$ cat src/rtl/fp_mul_normalize_pkg.sv
// Shared constants and types for the FP16 multiply normalize/round/pack stage.
// Widths default to binary16; bias and all-ones exponent derive from the exponent width.
package fp_mul_normalize_pkg;

    localparam int FP_FRAC_WIDTH = 10;
    localparam int FP_EXP_WIDTH  = 5;

    typedef enum logic [1:0] {
        NORM_IDLE,
        NORM_SHIFT,
        NORM_ROUND,
        NORM_DONE
    } fpuNormState_t;

    function automatic int exp_bias(input int exp_width);
        return (1 << (exp_width - 1)) - 1;
    endfunction

    function automatic int exp_all_ones(input int exp_width);
        return 2 * exp_bias(exp_width) + 1;
    endfunction

endpackage

$ cat src/rtl/fp_mul_normalize_if.sv
// Operand/result bundle between the mantissa multiplier and the normalize stage.
// The master drives a start pulse with operands; the slave returns the packed result and flags.
interface fp_mul_normalize_if
    import fp_mul_normalize_pkg::*;
#(
    parameter int FRAC_WIDTH = FP_FRAC_WIDTH,
    parameter int EXP_WIDTH  = FP_EXP_WIDTH
);
    logic                                start;
    logic [2*FRAC_WIDTH+1:0]             prodIn;
    logic signed [EXP_WIDTH+1:0]         expSum;
    logic                                signIn;
    logic [EXP_WIDTH+FRAC_WIDTH:0]       result;
    logic                                overflow;
    logic                                underflow;
    logic                                inexact;
    logic                                done;

    modport master (
        output start, prodIn, expSum, signIn,
        input  result, overflow, underflow, inexact, done
    );

    modport slave (
        input  start, prodIn, expSum, signIn,
        output result, overflow, underflow, inexact, done
    );
endinterface

$ cat src/rtl/fp_mul_normalize_round.sv
// Round-to-nearest-even increment of a fraction given its guard and sticky bits.
// Combinational; shared by the multiply and adder paths.
module fpuRoundNearestEven #(
    parameter int WIDTH = 10
) (
    input  logic [WIDTH-1:0] frac,
    input  logic             guard,
    input  logic             sticky,
    output logic [WIDTH-1:0] frac_rounded,
    output logic             carry
);
    logic round_up;

    // NOTE: every output of an always_comb is assigned on every path, so no latch is inferred.
    always_comb begin
        round_up = guard & (sticky | frac[0]);
        {carry, frac_rounded} = {1'b0, frac} + {{WIDTH{1'b0}}, round_up};
    end
endmodule

$ cat src/rtl/fp_mul_normalize.sv
// Normalize/round/pack stage for the FP16 multiplier: shifts the raw product one bit per
// cycle until normalized (or denormalized to exponent 1), then rounds and packs binary16.
module fp_mul_normalize
    import fp_mul_normalize_pkg::*;
#(
    parameter int FRAC_WIDTH = FP_FRAC_WIDTH,
    parameter int EXP_WIDTH  = FP_EXP_WIDTH
) (
    input  logic               clock,
    input  logic               reset,
    fp_mul_normalize_if.slave  bus
);
    localparam int F  = FRAC_WIDTH;
    localparam int MW = 2 * F + 2;
    localparam int EW = EXP_WIDTH + 3;
    localparam int RW = EXP_WIDTH + F + 1;

    localparam logic signed [EW-1:0] E_ONE      = EW'(1);
    localparam logic signed [EW-1:0] E_ALL_ONES = EW'(exp_all_ones(EXP_WIDTH));

    fpuNormState_t          state;
    logic [MW-1:0]          m;
    logic signed [EW-1:0]   e;
    logic                   s_bit;
    logic                   sign_q;
    logic [RW-1:0]          result_q;
    logic                   overflow_q;
    logic                   underflow_q;
    logic                   inexact_q;
    logic                   done_q;

    logic [F-1:0]           frac_rounded;
    logic                   carry;
    logic                   guard_bit;
    logic                   sticky_all;
    logic                   hidden;
    logic                   exp_nonzero;
    logic signed [EW-1:0]   e_rounded;
    logic [EXP_WIDTH-1:0]   exp_field;
    logic                   overflow_c;
    logic                   inexact_c;

    assign guard_bit  = m[F-1];
    assign sticky_all = (|m[F-2:0]) | s_bit;
    assign hidden     = m[2*F];

    fpuRoundNearestEven #(.WIDTH(F)) u_round (
        .frac         (m[2*F-1:F]),
        .guard        (guard_bit),
        .sticky       (sticky_all),
        .frac_rounded (frac_rounded),
        .carry        (carry)
    );

    // A carry into a subnormal sets the hidden bit; E is already 1 there, so E becomes the field.
    assign exp_nonzero = hidden | carry;
    assign e_rounded   = (carry && hidden) ? e + E_ONE : e;
    assign exp_field   = exp_nonzero ? e_rounded[EXP_WIDTH-1:0] : '0;
    assign overflow_c  = exp_nonzero && (e_rounded >= E_ALL_ONES);
    assign inexact_c   = guard_bit | sticky_all;

    // NOTE: sequential state uses non-blocking assignments so every register samples pre-edge values.
    // NOTE: the working registers are reset too; they are few bits and keep the stage fully deterministic.
    always_ff @(posedge clock or posedge reset) begin
        if (reset) begin
            state       <= NORM_IDLE;
            m           <= '0;
            e           <= '0;
            s_bit       <= 1'b0;
            sign_q      <= 1'b0;
            result_q    <= '0;
            overflow_q  <= 1'b0;
            underflow_q <= 1'b0;
            inexact_q   <= 1'b0;
            done_q      <= 1'b0;
        end else begin
            case (state)
                NORM_IDLE, NORM_DONE: begin
                    if (bus.start) begin
                        m           <= bus.prodIn;
                        e           <= {bus.expSum[EXP_WIDTH+1], bus.expSum};
                        sign_q      <= bus.signIn;
                        s_bit       <= 1'b0;
                        done_q      <= 1'b0;
                        overflow_q  <= 1'b0;
                        underflow_q <= 1'b0;
                        inexact_q   <= 1'b0;
                        state       <= NORM_SHIFT;
                    end
                end
                NORM_SHIFT: begin
                    if (m == '0) begin
                        state <= NORM_ROUND;
                    end else if (m[MW-1] || e < E_ONE) begin
                        m     <= m >> 1;
                        s_bit <= s_bit | m[0];
                        e     <= e + E_ONE;
                    end else if (!m[2*F] && e > E_ONE) begin
                        m <= m << 1;
                        e <= e - E_ONE;
                    end else begin
                        state <= NORM_ROUND;
                    end
                end
                NORM_ROUND: begin
                    done_q <= 1'b1;
                    state  <= NORM_DONE;
                    if (overflow_c) begin
                        result_q    <= {sign_q, {EXP_WIDTH{1'b1}}, {F{1'b0}}};
                        overflow_q  <= 1'b1;
                        underflow_q <= 1'b0;
                        inexact_q   <= 1'b1;
                    end else begin
                        result_q    <= {sign_q, exp_field, frac_rounded};
                        overflow_q  <= 1'b0;
                        underflow_q <= (exp_field == '0) && inexact_c;
                        inexact_q   <= inexact_c;
                    end
                end
                default: state <= NORM_IDLE;
            endcase
        end
    end

    assign bus.result    = result_q;
    assign bus.overflow  = overflow_q;
    assign bus.underflow = underflow_q;
    assign bus.inexact   = inexact_q;
    assign bus.done      = done_q;
endmodule
$ cat src/flat_wrapper.sv
// flat-port wrapper written by rule: the top's interface ports become plain ports
module fp_mul_normalize_flat import fp_mul_normalize_pkg::*;
#(
    parameter int FRAC_WIDTH = FP_FRAC_WIDTH,
    parameter int EXP_WIDTH  = FP_EXP_WIDTH
)
  (clock, reset, bus_start, bus_prodIn, bus_expSum, bus_signIn, bus_result, bus_overflow, bus_underflow, bus_inexact, bus_done);
  fp_mul_normalize_if #(.FRAC_WIDTH(FRAC_WIDTH), .EXP_WIDTH(EXP_WIDTH)) bus_i ();
  input  logic clock;
  input  logic reset;
  input wire logic [$bits(bus_i.start)-1:0] bus_start;
  input wire logic [$bits(bus_i.prodIn)-1:0] bus_prodIn;
  input wire logic [$bits(bus_i.expSum)-1:0] bus_expSum;
  input wire logic [$bits(bus_i.signIn)-1:0] bus_signIn;
  output wire logic [$bits(bus_i.result)-1:0] bus_result;
  output wire logic [$bits(bus_i.overflow)-1:0] bus_overflow;
  output wire logic [$bits(bus_i.underflow)-1:0] bus_underflow;
  output wire logic [$bits(bus_i.inexact)-1:0] bus_inexact;
  output wire logic [$bits(bus_i.done)-1:0] bus_done;
  assign bus_i.start = bus_start;
  assign bus_i.prodIn = bus_prodIn;
  assign bus_i.expSum = bus_expSum;
  assign bus_i.signIn = bus_signIn;
  assign bus_result = bus_i.result;
  assign bus_overflow = bus_i.overflow;
  assign bus_underflow = bus_i.underflow;
  assign bus_inexact = bus_i.inexact;
  assign bus_done = bus_i.done;
  fp_mul_normalize #(.FRAC_WIDTH(FRAC_WIDTH), .EXP_WIDTH(EXP_WIDTH)) u_core (.clock(clock), .reset(reset), .bus(bus_i));
endmodule
$ cat config.mk
export PLATFORM = sky130hd
export DESIGN_NAME = fp_mul_normalize_flat
export DESIGN_NICKNAME = d
export VERILOG_FILES = /design/src/rtl/fp_mul_normalize_pkg.sv /design/src/rtl/fp_mul_normalize_if.sv /design/src/rtl/fp_mul_normalize_round.sv /design/src/rtl/fp_mul_normalize.sv /design/src/flat_wrapper.sv
export SDC_FILE = /design/constraint.sdc
export NUM_CORES = 1
export LEC_CHECK = 0
export ABC_AREA = 1
export CORE_ASPECT_RATIO = 0.8
export CORE_UTILIZATION = 35
export CTS_CLUSTER_DIAMETER = 60
export DETAILED_ROUTE_END_ITERATION = 8
export SLEW_MARGIN = 15
export SYNTH_ARGS = -nofsm -noshare
export SYNTH_HDL_FRONTEND = slang
export SYNTH_SLANG_ARGS = --single-unit
$ cat constraint.sdc
create_clock -name clock -period 6.4 [get_ports clock]
set_clock_uncertainty 0.15 [all_clocks]
set_input_delay 1.28 -clock clock [delete_from_list [all_inputs] [get_ports clock]]
set_output_delay 1.28 -clock clock [all_outputs]
set_load 0.02 [all_outputs]
Yosys cells after proc, flatten, opt, wreduce, memory -nomap -nowiden
Cells that the tools add are included.
- $add $sub $neg: 3
- order comparisons: 3
- eq/ne operators: 9
- mux-type cells: 29
- bitwise operators: 6
- reductions and logical operators: 18
- operator list (operator ; count):
    22-bit two-way mux ; 4
    22-bit one-hot mux with 2 select lines ; 1
    8-bit two-way mux ; 5
    22-bit zero test ; 1
    8-bit one-hot mux with 2 select lines ; 1
    15-bit two-way mux ; 1
    10-bit by 1-bit adder with 11-bit output ; 1
    1-bit one-hot mux with 2 select lines ; 5
    9-bit OR reduction ; 1
    8-bit by 2-bit adder with 8-bit output (second input constant) ; 1
    8-bit by 6-bit greater-or-equal comparator with 1-bit output (second input constant) ; 1
    8-bit by 2-bit greater-than comparator with 1-bit output (second input constant) ; 1
    8-bit by 2-bit < comparator with 1-bit output (second input constant) ; 1
    2-bit two-way mux ; 4
    4-bit AND reduction ; 2
    8-bit by 2-bit subtractor with 8-bit output (second input constant) ; 1
    1-bit two-way mux ; 6
    3-bit by 2-bit != test with 1-bit output (second input constant) ; 2
    2-bit one-hot mux with 3 select lines ; 1
    5-bit zero test ; 1
    5-bit two-way mux ; 1
    1-bit bitwise OR ; 5
    2-bit == test (second input constant) ; 2
    1-bit logical AND ; 4
    other kinds (12) ; 15
- register bits: 54
- input bits: 33

Longest topological paths before layout
- depth after elaboration: 12
- mapped depth: 14

Modules after synthesis
From an unflattened synthesis, not the netlist that was laid out.
- cell total of the unflattened synthesis: 537
- area total of the unflattened synthesis: 3614.7 um^2
- by module, submodules not included (module ; times used ; cells each ; area an instance (um^2)):
    fp_mul_normalize ; 1 ; 498 ; 3382.0
    fpuRoundNearestEven ; 1 ; 39 ; 232.7

Least setup slack after synthesis
OpenSTA, ideal clock, no wires.
- path kind: input to register
- start point: input port bus_start
- end point: register u_core.e[0]
- setup time: 123 ps
- data arrival time: 1894 ps
- required time: 6127 ps
- setup slack: 4233 ps
- cell stages on the path: 6
- path through: nor2_1 > a21oi_1 > nand2_2 > buf_2 > nand2_1 > o21ai_1
- word-level cells in the longest chain between the ends: 2
- RTL lines (item ; line ; text):
    start: declaration ; flat_wrapper.sv:11 ; input wire logic [$bits(bus_i.start)-1:0] bus_start;
    2-bit != test (no source line) ; -- ;
    4-bit AND reduction (no source line) ; -- ;
    end signal: assignment ; fp_mul_normalize.sv:81 ; e <= {bus.expSum[EXP_WIDTH+1], bus.expSum};
    end signal: assignment ; fp_mul_normalize.sv:97 ; e <= e + E_ONE;
    end signal: assignment ; fp_mul_normalize.sv:100 ; e <= e - E_ONE;
    end: declaration ; fp_mul_normalize.sv:23 ; logic signed [EW-1:0] e;
Every way passes these cells.
A chain may end at the register's enable or synchronous reset.

Worst setup path in the final report
- start point: register u_core.e[0]
- end point: register u_core.m[4]
- word-level cells in the longest chain between the ends: 5
- elaborated cells between the ends (all ways): 9
- RTL lines (item ; line ; text):
    8-bit by 2-bit < comparator with 1-bit output ; fp_mul_normalize.sv:94 ; end else if (m[MW-1] || e < E_ONE) begin
    1-bit logical OR ; fp_mul_normalize.sv:94 ;
    22-bit two-way mux ; fp_mul_normalize.sv:94 ;
    22-bit two-way mux ; fp_mul_normalize.sv:92 ; if (m == '0) begin
    22-bit one-hot mux with 2 select lines ; fp_mul_normalize.sv:77 ; case (state)
    end signal: assignment ; fp_mul_normalize.sv:80 ; m <= bus.prodIn;
    end signal: assignment ; fp_mul_normalize.sv:95 ; m <= m >> 1;
    end signal: assignment ; fp_mul_normalize.sv:99 ; m <= m << 1;
    end: declaration ; fp_mul_normalize.sv:22 ; logic [MW-1:0] m;
Several ways; a longest one is shown, not always the timed one. The select of a mux whose other input is x is not followed.

==> flow_summary.yaml <==
cells_and_area:
  fillers: 1028
  postLayoutCoreUtil_pct: 43.9
  area_growth_pct: 20.6
  final_layout_size_suffix_gt1_share_pct: 6.65
  multi_input_area_sq_um: 1860
  regArea_sq_um: 1350
  fin_nets: 581
  design_area_sq_um: 4250
  layout_commonest_cell: "nand2_1"
  layout_common_cells: "178 x nand2_1, 54 x dfrtp_1, 52 x clkdlybuf4s50_1"
  diodes: 0
die:
  die_width_microns: 114
  dieArea_sq_um: 10500
  die_h_microns: 91.7
  row_count: 32
  design.core.area_sq_um: 9690
  ios: 53
  start_util_pct: 36.4
critical_path:
  rrSetupSlack_ps: 3150
  path_class: "reg -> reg"
  cp_slowest_cell: "nand2_2"
  crit_path_end_kind: "register"
  worstReg2RegEnd: "u_core.m[4]$_DFFE_PP0P_"
  critPathMaxFanout: 54
  startpoint: "u_core.e[0]$_DFFE_PP0P_"
  critPathMaxStageDelay_ps: 720
  r2r_cells: 11
  arrival_ps: 3300
  path_cells: "inv_1, ha_1, nand2_1, o21ai_1, nor2_2, nand2_2, inv_2, o21ai_2, nand2_2, nand2_1, o21ai_1"
  crit_path_start_kind: "register"
  required_ps: 6450
  r2r_start: "u_core.e[0]$_DFFE_PP0P_"
  crit_end: "u_core.m[4]$_DFFE_PP0P_"
clock_tree:
  cts.sinks: 54
  numCtsBuffers: 5
  clk_pin_slew_ps: 70
  cts_resized: 0
  clockBufferDepth: 2
  cts-root-buf: "clkbuf_16"
  tritoncts: "done"
  h-tree-depth: 2
  cts_setup_buffers: 0
  hold_buffers: 0
  clock_latency_ps: 290
drt:
  vias_per_cell: 4.87
  ant_nets: 0
  num_vias: 3297
  wirelength_microns: 8950
  drt-pass1-iter-count: 4
  routedWlPerCell_microns: 13.2
  dr.first_iter.drc_count: 210
  drcViolationCount: 0
pwr:
  clkPwrFrac_pct: 11.7
  combPwrFrac_pct: 58.4
  leakagePower_nw: 2.02
  p_per_area_nw_per_um2: 539
  p_sw_share_pct: 50.7
  power.internal_mw: 1.13
  vdd_drop_max_mv: 0.248
  power.switching_mw: 1.16
  seqPwrFrac_pct: 29.9
  p_total_mw: 2.29
min_path:
  hp-class: "reg -> reg"
placed_design:
  post-place-ws_ps: 3150
  place.port_buffers: 52
  placed_area_sq_um: 4110
  place_congestion: 0.816
  dp_hpwl_microns: 6350
global_route:
  grt_antenna_before_repair: 0
  grt.total_usage_pct: 18.8
  grt_max_degree: 55
  grt_pass1_vias: 3349
  grt.overflow.total: 0
  grt_pass1_wl_microns: 15600
sta:
  rsz0062_at_grt: "no"
  period_minus_slack_ps: 3250
  setup_violations: 0
  setup_slack_ps: 3150
  relSlewSlack_pct: 34.8
  finalMaxSlewViolations: 0
  hold_viol_final: 0
  setup_tns_ps: 0
  worst_slew_pin_slew_ps: 974
  fmax_mhz: 308
  min_period_over_period_pct: 50.7
synthesis:
  ys_seq_elements: 54
  synth_ff_type: "dfrtp_1"
  syn_inst: 503
  synth_nets: 543
  postSynthAreaPerCell_sq_um: 7.00
  ys_warn_count: 0
  postSynth.asyncResetShare_pct: 100
  seq_area_frac_synth_pct: 38.4
  synth-edff-count: 0
  synth_area_sq_um: 3520
  post_synth_num_cell_types: 40
job:
  cap_violations: 0
run_status:
  outcome: "finished clean"
-- stage by stage --
stage	std cells	hold slack [ps]
CTS	677	338
finish	677	333
floorplan	503	294
detailed placement	670	315
global route	677	362
global placement	670	310
-- layer usage --
metal	wire (microns)	global-route usage, %
met1	4480	25.4
met2	4060	30.4
met4	93	6.71
met3	318	2.97
met5	0	0
-- worst min path at each step --
stage,to,cells after the start,slack (ps),from
after detailed placement,u_core.bus.result[15]$_DFFE_PP0P_,2,310,u_core.sign_q$_DFFE_PP0P_
after global placement,u_core.bus.result[15]$_DFFE_PP0P_,2,310,u_core.bus.result[15]$_DFFE_PP0P_
after global routing,u_core.bus.result[2]$_DFFE_PP0P_,2,360,u_core.bus.result[2]$_DFFE_PP0P_
final,u_core.bus.result[15]$_DFFE_PP0P_,2,330,u_core.bus.result[15]$_DFFE_PP0P_
after CTS,u_core.bus.done$_DFFE_PP0P_,2,340,u_core.bus.done$_DFFE_PP0P_
after floorplan,u_core.bus.result[15]$_DFFE_PP0P_,2,290,u_core.sign_q$_DFFE_PP0P_
-- critical path: cells and delay by family, from the launching register on --
family / cells / cell delay (ps)
AO/OA/AOI/OAI: 3 / 340
AND/OR/NAND/NOR: 5 / 1440
adder cells (fa/ha/maj): 1 / 250
flip-flops: 1 / 500
buffers and inverters: 2 / 440
-- registers in the layout, summed over array words and instances, names as in the netlist --
signal                cells
u_core.m                 22
u_core.bus.inexact        1
u_core.sign_q             1
u_core.state              2
u_core.e                  8
u_core.bus.underflow      1
u_core.bus.done           1
u_core.bus.overflow       1
u_core.bus.result        16
u_core.s_bit              1
-- cell type report --
| cell class | count | share of cell area, % |
|---|---|---|
| multi-input combinational | 373 | 43.8 |
| sequential | 54 | 31.8 |
| timing repair buffer | 53 | 12.4 |
| inverter | 54 | 4.77 |
| tap | 136 | 4.00 |
| clock buffer | 6 | 3.03 |
| clock inverter | 1 | 0.177 |
-- synthesized netlist by cell type (6+ instances only) --
cell type	instances	share of area [%]
o21ai_0	37	5.3
nor2_1	30	3.2
clkbuf_1	6	0.64
ha_1	7	2.5
dfrtp_1	54	38
nand2_1	178	19
a21oi_1	31	4.4
buf_2	13	1.8
o21ai_1	27	3.8
inv_1	48	5.1
nand3_1	15	2.1
nand2_2	6	1.1
-- power groups by stage --
stage	logic [mW]	registers (mW)	clock network, mW
final	1.34	0.685	0.268
after global routing	1.52	0.711	0.287
after CTS	1.34	0.684	0.275
after detailed placement	1.34	0.688	0
after global placement	1.31	0.687	0
after floorplan	0.980	0.689	0
-- logic make-up after synthesis --
| kind of cell | synth area share, % |
|---|---|
| multiplexers | 0.320 |
| adder cells (fa/ha/maj) | 2.49 |
| XOR/XNOR | 0.746 |
| AND/OR/NAND/NOR | 31.0 |
| flip-flops | 38.4 |
| AO/OA/AOI/OAI | 18.3 |
| buffers and inverters | 8.81 |
Power figures use the tool's default switching activity.
